--- src/rtl/mem_access_ctrl.sv ---
// mem_access_ctrl: LC-3b MEM-stage data-access sequencer.
// Handles single-phase loads/stores/trap reads and two-phase LDI/STI against
// the dcache. Addresses at or above MMIO_BASE go to the counter bank instead.
// Drives the pipeline stall and trap squash. A watchdog bounds every dcache wait.
module mem_access_ctrl #(
    parameter int              AW        = 16,
    parameter int              DW        = 16,
    parameter logic [AW-1:0]   MMIO_BASE = AW'(16'hFFF6),
    parameter int              TIMEOUT   = 64
) (
    input  logic          clk,
    input  logic          rst,
    input  logic          valid,
    input  logic [3:0]    opcode,
    input  logic [AW-1:0] ea,
    input  logic [DW-1:0] cache_rdata,
    input  logic          cache_resp,
    input  logic [DW-1:0] mmio_rdata,
    output logic          req,
    output logic          we,
    output logic [AW-1:0] mem_addr,
    output logic          mmio_sel,
    output logic          mmio_we,
    output logic [DW-1:0] rdata_out,
    output logic          stall,
    output logic          squash,
    output logic          timeout_err
);

    localparam logic [3:0] OP_LDB  = 4'h2;
    localparam logic [3:0] OP_STB  = 4'h3;
    localparam logic [3:0] OP_LDR  = 4'h6;
    localparam logic [3:0] OP_STR  = 4'h7;
    localparam logic [3:0] OP_LDI  = 4'hA;
    localparam logic [3:0] OP_STI  = 4'hB;
    localparam logic [3:0] OP_TRAP = 4'hF;

    // Counter only needs to reach TIMEOUT-1; keep at least one bit when disabled.
    localparam int             CW        = (TIMEOUT > 1) ? $clog2(TIMEOUT) : 1;
    localparam logic [CW-1:0]  WAIT_LAST = CW'((TIMEOUT > 0) ? (TIMEOUT - 1) : 0);

    typedef enum logic [1:0] {IDLE, ACC1, ACC2} state_t;

    state_t         state_reg, state_next;
    logic [3:0]     op_reg, op_next;
    logic [AW-1:0]  ptr_reg, ptr_next;
    logic [CW-1:0]  wait_cnt_reg, wait_cnt_next;
    logic           err_reg, err_next;

    logic           req_c, we_c, sel_c, mwe_c, stall_c, squash_c;
    logic [AW-1:0]  cur_addr;
    logic           addr_mmio;
    logic           wd_fire;

    function automatic logic is_single(input logic [3:0] op);
        return (op == OP_LDR) || (op == OP_LDB) || (op == OP_STR) ||
               (op == OP_STB) || (op == OP_TRAP);
    endfunction

    function automatic logic is_two(input logic [3:0] op);
        return (op == OP_LDI) || (op == OP_STI);
    endfunction

    // Only single-phase stores write in their (only) phase; STI writes in ACC2.
    function automatic logic is_store1(input logic [3:0] op);
        return (op == OP_STR) || (op == OP_STB);
    endfunction

    // Next-state and output decode: outputs are combinational from state and inputs.
    always_comb begin
        cur_addr      = (state_reg == ACC2) ? ptr_reg : ea;
        addr_mmio     = (cur_addr >= MMIO_BASE);
        wd_fire       = (TIMEOUT != 0) && (wait_cnt_reg == WAIT_LAST);
        req_c         = 1'b0;
        we_c          = 1'b0;
        sel_c         = 1'b0;
        mwe_c         = 1'b0;
        stall_c       = 1'b0;
        squash_c      = 1'b0;
        state_next    = state_reg;
        op_next       = op_reg;
        ptr_next      = ptr_reg;
        wait_cnt_next = wait_cnt_reg;
        err_next      = err_reg;
        case (state_reg)
            IDLE: begin
                if (valid && (is_single(opcode) || is_two(opcode))) begin
                    op_next = opcode;
                    if (addr_mmio) begin
                        sel_c = 1'b1;
                        if (is_two(opcode)) begin
                            // MMIO pointer arrives immediately; go fetch the target.
                            ptr_next      = mmio_rdata[AW-1:0];
                            stall_c       = 1'b1;
                            state_next    = ACC2;
                            wait_cnt_next = '0;
                        end else begin
                            mwe_c    = is_store1(opcode);
                            squash_c = (opcode == OP_TRAP);
                        end
                    end else begin
                        req_c = 1'b1;
                        we_c  = is_store1(opcode);
                        if (cache_resp) begin
                            if (is_two(opcode)) begin
                                ptr_next      = cache_rdata[AW-1:0];
                                stall_c       = 1'b1;
                                state_next    = ACC2;
                                wait_cnt_next = '0;
                            end else begin
                                squash_c = (opcode == OP_TRAP);
                            end
                        end else begin
                            stall_c       = 1'b1;
                            state_next    = ACC1;
                            wait_cnt_next = '0;
                        end
                    end
                end
            end
            ACC1: begin
                req_c = 1'b1;
                we_c  = is_store1(op_reg);
                if (cache_resp) begin
                    if (is_two(op_reg)) begin
                        ptr_next      = cache_rdata[AW-1:0];
                        stall_c       = 1'b1;
                        state_next    = ACC2;
                        wait_cnt_next = '0;
                    end else begin
                        squash_c   = (op_reg == OP_TRAP);
                        state_next = IDLE;
                    end
                end else if (wd_fire) begin
                    err_next   = 1'b1;
                    state_next = IDLE;
                end else begin
                    stall_c       = 1'b1;
                    wait_cnt_next = wait_cnt_reg + CW'(1);
                end
            end
            ACC2: begin
                if (addr_mmio) begin
                    sel_c      = 1'b1;
                    mwe_c      = (op_reg == OP_STI);
                    state_next = IDLE;
                end else begin
                    req_c = 1'b1;
                    we_c  = (op_reg == OP_STI);
                    if (cache_resp) begin
                        state_next = IDLE;
                    end else if (wd_fire) begin
                        err_next   = 1'b1;
                        state_next = IDLE;
                    end else begin
                        stall_c       = 1'b1;
                        wait_cnt_next = wait_cnt_reg + CW'(1);
                    end
                end
            end
            default: state_next = IDLE;
        endcase
    end

    // State registers; reset abandons any access in flight.
    always_ff @(posedge clk) begin
        if (rst) begin
            state_reg    <= IDLE;
            op_reg       <= '0;
            ptr_reg      <= '0;
            wait_cnt_reg <= '0;
            err_reg      <= 1'b0;
        end else begin
            state_reg    <= state_next;
            op_reg       <= op_next;
            ptr_reg      <= ptr_next;
            wait_cnt_reg <= wait_cnt_next;
            err_reg      <= err_next;
        end
    end

    assign req         = !rst && req_c;
    assign we          = !rst && we_c;
    assign mmio_sel    = !rst && sel_c;
    assign mmio_we     = !rst && mwe_c;
    assign stall       = !rst && stall_c;
    assign squash      = !rst && squash_c;
    assign mem_addr    = cur_addr;
    assign rdata_out   = mmio_sel ? mmio_rdata : cache_rdata;
    assign timeout_err = err_reg;

endmodule
--- config.mk ---
export PLATFORM = sky130hd
export DESIGN_NAME = mem_access_ctrl
export DESIGN_NICKNAME = d
export VERILOG_FILES = /design/src/rtl/mem_access_ctrl.sv
export SDC_FILE = /design/constraint.sdc
export NUM_CORES = 1
export LEC_CHECK = 0
export CELL_PAD_IN_SITES_DETAIL_PLACEMENT = 1
export CELL_PAD_IN_SITES_GLOBAL_PLACEMENT = 2
export CORE_UTILIZATION = 25
export CTS_BUF_LIST = sky130_fd_sc_hd__clkbuf_8
export DETAILED_ROUTE_END_ITERATION = 7
export GPL_TIMING_DRIVEN = 0
export PLACE_DENSITY_LB_ADDON = 0.1
export SYNTH_ARGS = -nofsm -noshare
export SYNTH_HDL_FRONTEND = slang
export SYNTH_SLANG_ARGS = --single-unit
--- constraint.sdc ---
create_clock -name clk -period 4.1 [get_ports clk]
set_input_delay 1.23 -clock clk [delete_from_list [all_inputs] [get_ports clk]]
set_output_delay 1.23 -clock clk [all_outputs]
set_load 0.01 [all_outputs]
==> results.yml <==
sta:
  timing_max_transition_violations_final: 0
  rsz_0062_raised_after_global_routing: "yes"
  final-hold-violation-count: 0
  fin_worst_skew_ps: 7.97
  max_clock_freq_mhz: 240
  max_slew.worst_pin.slew_ps: 1160
  fin_ws_ps: -65.5
  final_period_minus_worst_setup_slack_ps: 4170
  maxSlewHeadroom_pct: 22.0
  layout_worst_path_cycle_share_pct: 102
  setup_viol: 16
clock_tree:
  clk-insertion-delay-late_ps: 290
  clock_tree.buffer_depth: 2
  ctsHtreeMaxLevel: 2
  clock_sinks: 29
  post_cts_hold_buffer_count: 0
  cts_tree: "done"
  clock-root-buffer: "sky130_fd_sc_hd__clkbuf_8"
  clock_transition_at_the_registers_of_the_reported_paths_ps: 60
  cts_buffers: 5
synthesis:
  library_cell_with_the_largest_summed_area_after_synthesis: "sky130_fd_sc_hd__dfxtp_1"
  yosysUniqueCellTypes: 50
  ys_top_cells_by_area: "sky130_fd_sc_hd__dfxtp_1 24%, sky130_fd_sc_hd__mux2_2 9.9%, sky130_fd_sc_hd__mux2i_1 7.5%, sky130_fd_sc_hd__o221ai_1 5.8%, sky130_fd_sc_hd__mux2_4 5.6%"
  synth_area_um2: 2400
  ys.warnings.count: 0
  dominantRegCellSynth: "sky130_fd_sc_hd__dfxtp_1"
  yosys-mux-area-fraction_pct: 23.0
  synth_xor_xnor_area_share_pct: 0
  largest_family_of_logic_cells_by_synthesized_area: "compound AO/OA/AOI/OAI gates"
  synth-simple-area-share_pct: 18.1
  synth_fa_ha_area_share_pct: 2.61
  syn_nets: 333
  post-synth-top-area-fraction_pct: 24.2
  synthesis.instances: 272
  postSynthRegisterBits: 29
  synth_sequential_area_ratio_pct: 24.2
  synth_area_per_cell_um2: 8.82
  synth_compound_area_share_pct: 26.0
  synthArstFlopShare_pct: 0
  synth_enable_flop_cells: 0
critical_path:
  crit_path_cell_trace: "buf_6 > nand4_1 > nor3_4 > o211ai_4 > or3_1 > buf_6 > buf_12 > mux2_4 > buf_6"
  critPathLaunchType: "primary input"
  worstSetupEndpoint: "rdata_out[5]"
  cp_slowest_cell: "sky130_fd_sc_hd__or3_1"
  worst_setup_path_startpoint: "ea[6]"
  timing.setup.critical_path_class: "primary input to output pin"
  critPathMaxStageDelay_ps: 370
  capture_instance_of_the_worst_register_to_register_path: "ptr_reg[7]"
  critical_path_arrival_ps: 2940
  r2r-start: "state_reg[1]"
  timing.critical_path.to_type: "output pin"
  critical_path.most_common_cell: "sky130_fd_sc_hd__buf_6"
  worstPathMaxFanout: 7
  cp.required_ps: 2870
  reg2reg_depth: 8
  r2r_setup_slack_ps: 1230
finish:
  antenna-diode-count: 0
  layout-drive-gt1-share_pct: 29.6
  non_filler_cell_area_final_um2: 3750
  largest_register_ff_count: 16
  synthToLayoutAreaGrowth_pct: 56.3
  layout.cells.most_common: "sky130_fd_sc_hd__clkdlybuf4s50_1"
  finalNetCount: 452
  stdcell_count: 521
  layout.cells.most_common_list: "50 x sky130_fd_sc_hd__clkdlybuf4s50_1, 29 x sky130_fd_sc_hd__dfxtp_1, 22 x sky130_fd_sc_hd__buf_4, 22 x sky130_fd_sc_hd__a21oi_1, 21 x sky130_fd_sc_hd__buf_6"
global_route:
  globalRouteOverflowTotal: 0
  global_route.usage.total_pct: 18.9
  grt_max_degree: 11
  via_count_of_the_first_global_routing_pass: 2731
  grt_antenna_before_repair: 0
  grt_first_pass_wirelength_um: 14600
route:
  via_per_inst: 5.12
  detailedRoute.firstPassIterationCount: 4
  routed_wl_um: 9170
  vias: 2666
  drt-wirelength-per-cell_um: 17.6
  remaining_drc_errors: 0
  final_antenna_net_count: 0
  detailedRoute.firstIterationViolations: 66
place:
  globalplace.congestion: 0.745
  io_buffer_count: 92
  placement.cell_area_um2: 3480
  dpl.cell_count: 493
  detailedPlacementHpwl_um: 6700
status:
  result_of_the_run: "complete, but fails checks"
  violations: "setup timing"
job:
  timing.max_cap.violations: 0
power:
  seq_power_share_pct: 33.9
  power.clock.fraction_pct: 20.2
  power.share.switching_pct: 39.9
  power_switching_w: 0.000466
  comb_power_share_pct: 45.9
  vdd_drop_max_mv: 0.122
  static-leakage-power_nw: 1.69
  p_int_w: 0.000704
  power.density_nw_per_um2: 312
floorplanning:
  die_width_um: 100
  core_um2: 9280
  y_dimension_of_the_die_um: 100
  start_util_pct: 25.8
  rows: 35
  pin_count: 95
  die-area_um2: 9990
worst_hold_path:
  holdCritPathClass: "flop to flop"
## cell usage after synthesis (2+ instances only)
cell,number
sky130_fd_sc_hd__nor2b_1,2
sky130_fd_sc_hd__nand4_1,4
sky130_fd_sc_hd__a31oi_1,6
sky130_fd_sc_hd__nor3_1,2
sky130_fd_sc_hd__ha_1,5
sky130_fd_sc_hd__buf_4,2
sky130_fd_sc_hd__nand2b_1,3
sky130_fd_sc_hd__o211a_1,2
sky130_fd_sc_hd__dfxtp_1,29
sky130_fd_sc_hd__mux2_2,21
sky130_fd_sc_hd__a32o_1,2
sky130_fd_sc_hd__and3b_1,2
sky130_fd_sc_hd__nand3_1,8
sky130_fd_sc_hd__nand3b_1,2
sky130_fd_sc_hd__nand2_1,15
sky130_fd_sc_hd__o22ai_1,3
sky130_fd_sc_hd__and2_1,2
sky130_fd_sc_hd__a21oi_1,22
sky130_fd_sc_hd__and3_1,3
sky130_fd_sc_hd__clkbuf_1,11
sky130_fd_sc_hd__mux2_4,9
sky130_fd_sc_hd__or3_1,17
sky130_fd_sc_hd__nor2_1,12
sky130_fd_sc_hd__mux2i_1,18
sky130_fd_sc_hd__a41oi_1,2
sky130_fd_sc_hd__a211oi_1,7
sky130_fd_sc_hd__a21o_1,5
sky130_fd_sc_hd__buf_2,2
sky130_fd_sc_hd__nor3_4,2
sky130_fd_sc_hd__o21ai_0,6
sky130_fd_sc_hd__inv_1,11
sky130_fd_sc_hd__o221ai_1,16
sky130_fd_sc_hd__o32ai_1,2
## per-layer routing
| layer | vias to the layer above | track usage, % | wire (um) |
|---|---|---|---|
| met5 | - | 0 | 0 |
| li1 | 1292 | - | - |
| met2 | 75 | 31.5 | 4250 |
| met4 | 0 | 4.07 | 78 |
| met1 | 1292 | 25.3 | 4380 |
| met3 | 7 | 3.62 | 460 |
## logic make-up after synthesis
logic type / count (synthesis)
mux: 48
compound gates: 83
flops: 29
simple gates: 77
fa+ha+maj: 5
buf+inv: 30
## repair_timing
item                       CTS  global route
setup endpoints to repair   32            30
resized for setup          177            15
gates cloned                 1             0
pin swaps                    9             7
buffers inserted            16             3
## worst max-delay path: cells and delay by family
family	cells	cell delay, ps
multiplexers	1	310
AO/OA/AOI/OAI	1	120
buffers and inverters	4	500
AND/OR/NAND/NOR	3	770
## area by class of cell
class / count / area (um^2)
repair buffers: 112 / 1050
clock buffers: 5 / 68.8
inverters: 12 / 45.0
multi-input cells: 213 / 1720
fillers: 1113 / 5540
clock inverters: 3 / 13.8
well taps: 129 / 161
flip-flops and latches: 29 / 581
plain buffers: 18 / 113
## through the flow
step           setup TNS [ps]  setup slack (ps)  hold WS [ps]  util, %  power (W)
5_1_grt                 -1500              -117           500     40.4    0.00125
3_5_place_dp           -20880             -1100           470     37.5   0.000921
2_1_floorplan               0               180           448        -   0.000699
6_report                 -733             -65.5           476     40.4    0.00117
4_1_cts                  -277             -25.9           481     40.3    0.00118
3_3_place_gp           -20900             -1090           450     37.5   0.000914
## power by group through the flow
stage          Combinational (W)  Sequential [W]  Clock [W]
2_1_floorplan           0.000320        0.000380          0
3_3_place_gp            0.000514        0.000400          0
3_5_place_dp            0.000519        0.000402          0
5_1_grt                 0.000591        0.000404   0.000258
6_report                0.000537        0.000397   0.000237
4_1_cts                 0.000537        0.000396   0.000243
## worst min path at each step
| stage | start | end | slack [ps] | cells after the start |
|---|---|---|---|---|
| floorplan | op_reg[1] | op_reg[1] | 450 | 2 |
| global placement | timeout_err | timeout_err | 450 | 2 |
| detailed placement | timeout_err | timeout_err | 470 | 2 |
| CTS | op_reg[0] | op_reg[0] | 480 | 2 |
| global route | timeout_err | timeout_err | 500 | 2 |
| finish | op_reg[0] | op_reg[0] | 480 | 2 |
Power figures use the tool's default switching activity.
==> RTL change 1 (same settings) <==
The parameter `AW` goes from 16 to 15.
--- a/src/rtl/mem_access_ctrl.sv
+++ b/src/rtl/mem_access_ctrl.sv
@@ -4,5 +4,5 @@
 // Drives the pipeline stall and trap squash. A watchdog bounds every dcache wait.
 module mem_access_ctrl #(
-    parameter int              AW        = 16,
+    parameter int              AW        = 15,
     parameter int              DW        = 16,
     parameter logic [AW-1:0]   MMIO_BASE = AW'(16'hFFF6),
Ports: changed (resized ea and mem_addr); port bits go from 95 to 93. No check against the original RTL was run, so the function may have changed too.
==> RTL change 1 against the unedited design <==
Area after synthesis fell by 7.4%; wire length fell by 14%; sequential share of layout area up 0.25 points; sequential cell count is 1 lower; power grew 18%; maximum frequency rose by 2.0%; via count decreased by 12%; register-to-register slack improved by 230 ps; synthesized cell count shrank 9.9%; final area is 4.7% lower; setup slack gained 80 ps; final cell count shrank 10%; count of clock-buffer cells in the layout is 2 lower; critical endpoint is now rdata_out[3].
==> RTL change 1: results (changes against the unedited design) <==
----------------------------------------------------
[Setup path]
  Signal arrival time at the worst endpoint ... 2860 ps (-80 ps)
  Max Fanout on Critical Path ... 3 (-4)
  Origin of the worst setup path ... ea[1]
  Reg-to-reg critical path endpoint ... ptr_reg[1]
  Worst setup path endpoint ... rdata_out[3]
  Startpoint of the lowest-slack register-to-register path ... state_reg[0]
  Logic depth of the worst register-to-register path ... 11 (+3)
  Internal reg-to-reg setup slack ... 1460 ps (+230 ps)

[Drt]
  Metal-1 WL ... 3608 um (-18%)
  Via density ... 5.000 (-2.3%)
  Met2 wire len ... 3805 um (-11%)
  Total met3 wirelength after detailed routing ... 382 um (-17%)
  Number of iterations in the first detailed-routing pass ... 4 (unchanged)
  Uppermost layer routed ... met4
  Total number of vias ... 2345 (-12%)
  Detailed Route WL ... 7920 um (-14%)
  DRC marker count from the first detailed-route iteration ... 49 (-26%)

[Synthesis]
  Post-Synthesis Net Count ... 305 (-8.4%)
  Flip-flop cell with the highest count after synthesis ... sky130_fd_sc_hd__dfxtp_1
  Average size of a mapped cell ... 9.065 um2 (+2.8%)
  Leading cell types by total area after synthesis ... sky130_fd_sc_hd__dfxtp_1 25%, sky130_fd_sc_hd__mux2_2 14%, sky130_fd_sc_hd__mux2i_1 7.2%
  Proportion of synthesized chip area in sequential cells ... 25.24% (+1.0 points)
  Most numerous cell types in the synthesized netlist ... 30 x sky130_fd_sc_hd__nor2_1, 28 x sky130_fd_sc_hd__dfxtp_1, 27 x sky130_fd_sc_hd__mux2_2

[Power and ir drop]
  LEAKAGE ... 0.001412 uW (-17%)
  Peak ir drop on the vdd network ... 176.9 uV (+46%)

[Placed design]
  Number of placed instances, taps included ... 444 (-9.9%)
  Detailed placer's ending HPWL ... 5928 um (-12%)
  Total of buffers placed on input and output ports ... 91 (-1.1%)
  Placed cell area ... 3267 um2 (-6.1%)
  Final Wtd Congestion ... 0.7501 (+0.64%)

[Layout]
  Flip-flop count of the largest register after layout ... 15 (-1)
  Fin nets ... 422 (-6.6%)
  Filler cell count ... 1031 (-7.4%)
  Share of final-layout standard cells stronger than drive strength 1 ... 33.52% (+3.9 points)
  # diodes ... 0 (unchanged)

[Global route]
  First-pass GRT wire length ... 12610 um (-14%)
  Vias in the first global route ... 2508 (-8.2%)
  Maximum number of pins on one net before global-route repair ... 20 (+9)
  Met2 track demand over resource ... 31.38% (-0.076 points)
  GR Util met3 ... 3.791% (+0.17 points)
  Global Route met1 Usage ... 21.88% (-3.5 points)
  Gr usage total ... 17.85% (-1.1 points)

[Clock tree]
  # H-tree levels ... 1 (-1)
  Clock buffers created by TritonCTS ... 3 (-2)

[Timing]
  Minimum hold slack ... 497.0 ps (+20.62 ps)
  Worst clock skew ... 4.435 ps (-3.537 ps)
  Post-layout min period ... 4086 ps (-79.91 ps)
  Relative slew slack ... 56.40% (+34 points)

[Worst hold path]
  End point of the most critical hold path ... op_reg[0]

[Status]
  Outcome ... completed

----------------------------------------------------
## RTL change 1: power breakdown
part / switching, uW / leakage [uW] / internal, uW
Sequential: 34.5 / 0.000228 / 312
Clock: 102 / 0.0000357 / 131
Combinational: 383 / 0.00115 / 421
## RTL change 1: critical path, cell delays in order
cell and delay (ps):
sky130_fd_sc_hd__dlygate4sd2_1 240, sky130_fd_sc_hd__mux2_4 280, sky130_fd_sc_hd__a21o_4 240, sky130_fd_sc_hd__nand4_4 100, sky130_fd_sc_hd__nor3_4 70, sky130_fd_sc_hd__buf_6 140
sky130_fd_sc_hd__buf_4 130, sky130_fd_sc_hd__mux2_4 310, sky130_fd_sc_hd__buf_6 120
## RTL change 1: layout make-up
cell class                 count  area [um2]  share of cell area [%]
buffer                        12       103.9                   2.908
clock buffer                   3       41.29                   1.156
clock inverter                 1       30.03                  0.8409
inverter                       5       18.77                  0.5256
multi-input combinational    198        1635                   45.80
sequential                    28       561.8                   15.73
tap                          108       135.1                   3.784
timing repair buffer         114        1045                   29.26
## RTL change 1: cells by family (layout without fill, tap and decap cells)
logic type / count (synthesis) / after routing / share of synthesized area (%)
xor gates and xnor gates: 1 / 1 / 0.3944
adders and majority gates: 5 / 5 / 2.817
AOI/OAI and AO/OA: 62 / 62 / 21.30
and+or+nand+nor: 83 / 83 / 21.13
muxes: 47 / 47 / 23.44
DFF: 28 / 28 / 25.24
buffers and inverters: 19 / 135 / 5.690
## RTL change 1: repair_timing
| action | CTS | global route |
|---|---|---|
| endpoints found under the hold margin | 0 | 0 |
| pin swaps | 11 | 6 |
| gates resized for setup | 155 | 19 |
| buffers inserted | 18 | 4 |
| endpoints found under the setup margin | 22 | 25 |
| gates cloned | 1 | 0 |
==> RTL change 2 (same flow settings) <==
Without the edit above. `op_reg` no longer has a reset.
--- a/src/rtl/mem_access_ctrl.sv
+++ b/src/rtl/mem_access_ctrl.sv
@@ -167,5 +167,4 @@
         if (rst) begin
             state_reg    <= IDLE;
-            op_reg       <= '0;
             ptr_reg      <= '0;
             wait_cnt_reg <= '0;
@@ -173,9 +172,12 @@
         end else begin
             state_reg    <= state_next;
-            op_reg       <= op_next;
             ptr_reg      <= ptr_next;
             wait_cnt_reg <= wait_cnt_next;
             err_reg      <= err_next;
         end
+    end
+
+    always_ff @(posedge clk) begin
+        op_reg <= op_next;
     end
 
Behaviour: no difference found for any inputs over 4 cycles, from zero or initial values and one cycle with rst high; that may be too few to reach the edited logic, so the function may still have changed.
==> RTL change 2 against the unedited design <==
Final area is 5.2% lower; setup slack better by 110 ps; die area is 9.8% lower; wire length is 12% lower; sequential cell count stayed put; critical endpoint is now rdata_out[14]; register-to-register slack better by 80 ps; area after synthesis is 10% lower.
Power is not compared: it rests on default switching activity, and its combinational part moved more than twofold at a synthesized area within 25%.
==> RTL change 2: results (changes against the unedited design) <==
----------------------------------------------------
[Placed design]
  Final Wtd Congestion ... 0.8233 (+10%)
  Post-Place Setup Slack ... -1323 ps (-226.7 ps)
  Placed cell area ... 3231 um2 (-7.2%)
  Number of placed instances, taps included ... 448 (-9.1%)
  Total of buffers placed on input and output ports ... 94 (+2.2%)
  Detailed placer's ending HPWL ... 5920 um (-12%)

[Layout]
  Fin nets ... 426 (-5.8%)
  Filler cell count ... 976 (-12%)
  Utilization after layout ... 42.80% (+2.4 points)
  Share of final-layout standard cells stronger than drive strength 1 ... 29.86% (+0.27 points)
  Non-filler instance count after layout ... 470 (-9.8%)

[Setup path]
  CP peak stage delay ... 310 ps (-60 ps)
  Logic depth of the worst register-to-register path ... 13 (+5)
  Internal reg-to-reg setup slack ... 1310 ps (+80 ps)
  Reg-to-reg critical path endpoint ... ptr_reg[9]
  Signal arrival time at the worst endpoint ... 2830 ps (-110 ps)
  Top delay family on crit path ... buffers and inverters
  Max Fanout on Critical Path ... 5 (-2)
  Cell with the largest stage delay on the worst path ... sky130_fd_sc_hd__mux2_4
  Startpoint of the lowest-slack register-to-register path ... state_reg[0]

[Timing]
  Worst clock skew ... 3.365 ps (-4.607 ps)
  # setup viols final ... 0 (-16)
  Minimum hold slack ... 480.7 ps (+4.330 ps)
  Relative slew slack ... 52.86% (+31 points)

[Clock tree]
  Clock latency on the worst-skew pair ... 280 ps
  Root Driver ... sky130_fd_sc_hd__clkbuf_8

[Synthesis]
  Post-synthesis mux area share ... 23.07% (+0.068 points)
  Post-Synthesis Net Count ... 310 (-6.9%)
  Synth unique cells ... 47 (-6.0%)
  Proportion of synthesized chip area in sequential cells ... 28.75% (+4.5 points)
  Adder-cell share of the synthesized area ... 2.899% (+0.29 points)
  Leading cell types by total area after synthesis ... sky130_fd_sc_hd__dfxtp_1 23%, sky130_fd_sc_hd__mux2_2 16%, sky130_fd_sc_hd__mux2i_1 7.4%
  Synthesized instance count ... 249 (-8.5%)
  Compound-Gate Fraction of Synth Area ... 23.25% (-2.7 points)
  Post-synth EDFFs ... 4 (+4)
  Parity-gate share of the synthesized area counting xor and xnor cells ... 0% (unchanged)
  Most numerous cell types in the synthesized netlist ... 30 x sky130_fd_sc_hd__mux2_2, 29 x sky130_fd_sc_hd__o21ai_0, 27 x sky130_fd_sc_hd__a21oi_1

[Global route]
  First-pass GRT wire length ... 12640 um (-14%)
  Vias in the first global route ... 2416 (-12%)
  Gr usage total ... 18.36% (-0.55 points)
  Maximum number of pins on one net before global-route repair ... 11 (unchanged)

[Worst hold path]
  Min-Delay Path Class ... reg2reg
  Min-delay src ... timeout_err
  End point of the most critical hold path ... timeout_err
  Worst hold stages ... 1 (-1)

[Drt]
  Detailed Route WL ... 8065 um (-12%)
  Number of iterations in the first detailed-routing pass ... 4 (unchanged)
  Via density ... 5.034 (-1.6%)
  DRC marker count from the first detailed-route iteration ... 76 (+15%)

[Status]
  Outcome ... completed

[Power and ir drop]
  Internal Pwr Total ... 593.9 uW

----------------------------------------------------
-- RTL change 2: cell types whose count changed after synthesis, moves of 5 or more --
cell | before | now
sky130_fd_sc_hd__o21ai_0 | 6 | 29
sky130_fd_sc_hd__or3_1 | 17 | 0
sky130_fd_sc_hd__o221ai_1 | 16 | 0
sky130_fd_sc_hd__mux2_2 | 21 | 30
sky130_fd_sc_hd__mux2_4 | 9 | 0
sky130_fd_sc_hd__a31oi_1 | 6 | 0
sky130_fd_sc_hd__nor3_1 | 2 | 8
sky130_fd_sc_hd__a21oi_1 | 22 | 27
sky130_fd_sc_hd__clkbuf_1 | 11 | 6
-- RTL change 2: layer usage --
metal	track usage (%)	vias up	share of wire (%)
met3	4.187	8	5.8
met2	30.94	68	48
li1	-	1165	-
met4	3.409	0	0.79
met1	23.94	1125	45
met5	0	-	0
-- RTL change 2: what timing repair did --
item	CTS	global route
endpoints found under the setup margin	22	20
buffers inserted	12	2
cloned	1	0
gates resized for setup	182	22
pin swaps	10	2
-- RTL change 2: layout make-up --
class,count,share of cell area (%)
Tap cell,105,3.698
Clock buffer,5,1.937
Timing Repair Buffer,109,29.59
Multi-Input combinational cell,195,42.73
Inverter,13,1.374
Clock inverter,2,0.9863
Buffer,12,2.219
Sequential cell,29,17.47
-- RTL change 2: worst max path at each step --
stage | slack (ps) | start | cells past startpoint | endpoint
3_5_place_dp | -1320 | opcode[3] | 9 | rdata_out[11]
3_3_place_gp | -1340 | opcode[3] | 9 | rdata_out[8]
5_1_grt | -60 | ea[6] | 10 | rdata_out[14]
6_report | 40 | ea[1] | 10 | rdata_out[14]
2_1_floorplan | 110 | opcode[2] | 7 | rdata_out[10]
4_1_cts | 1 | opcode[0] | 10 | rdata_out[10]
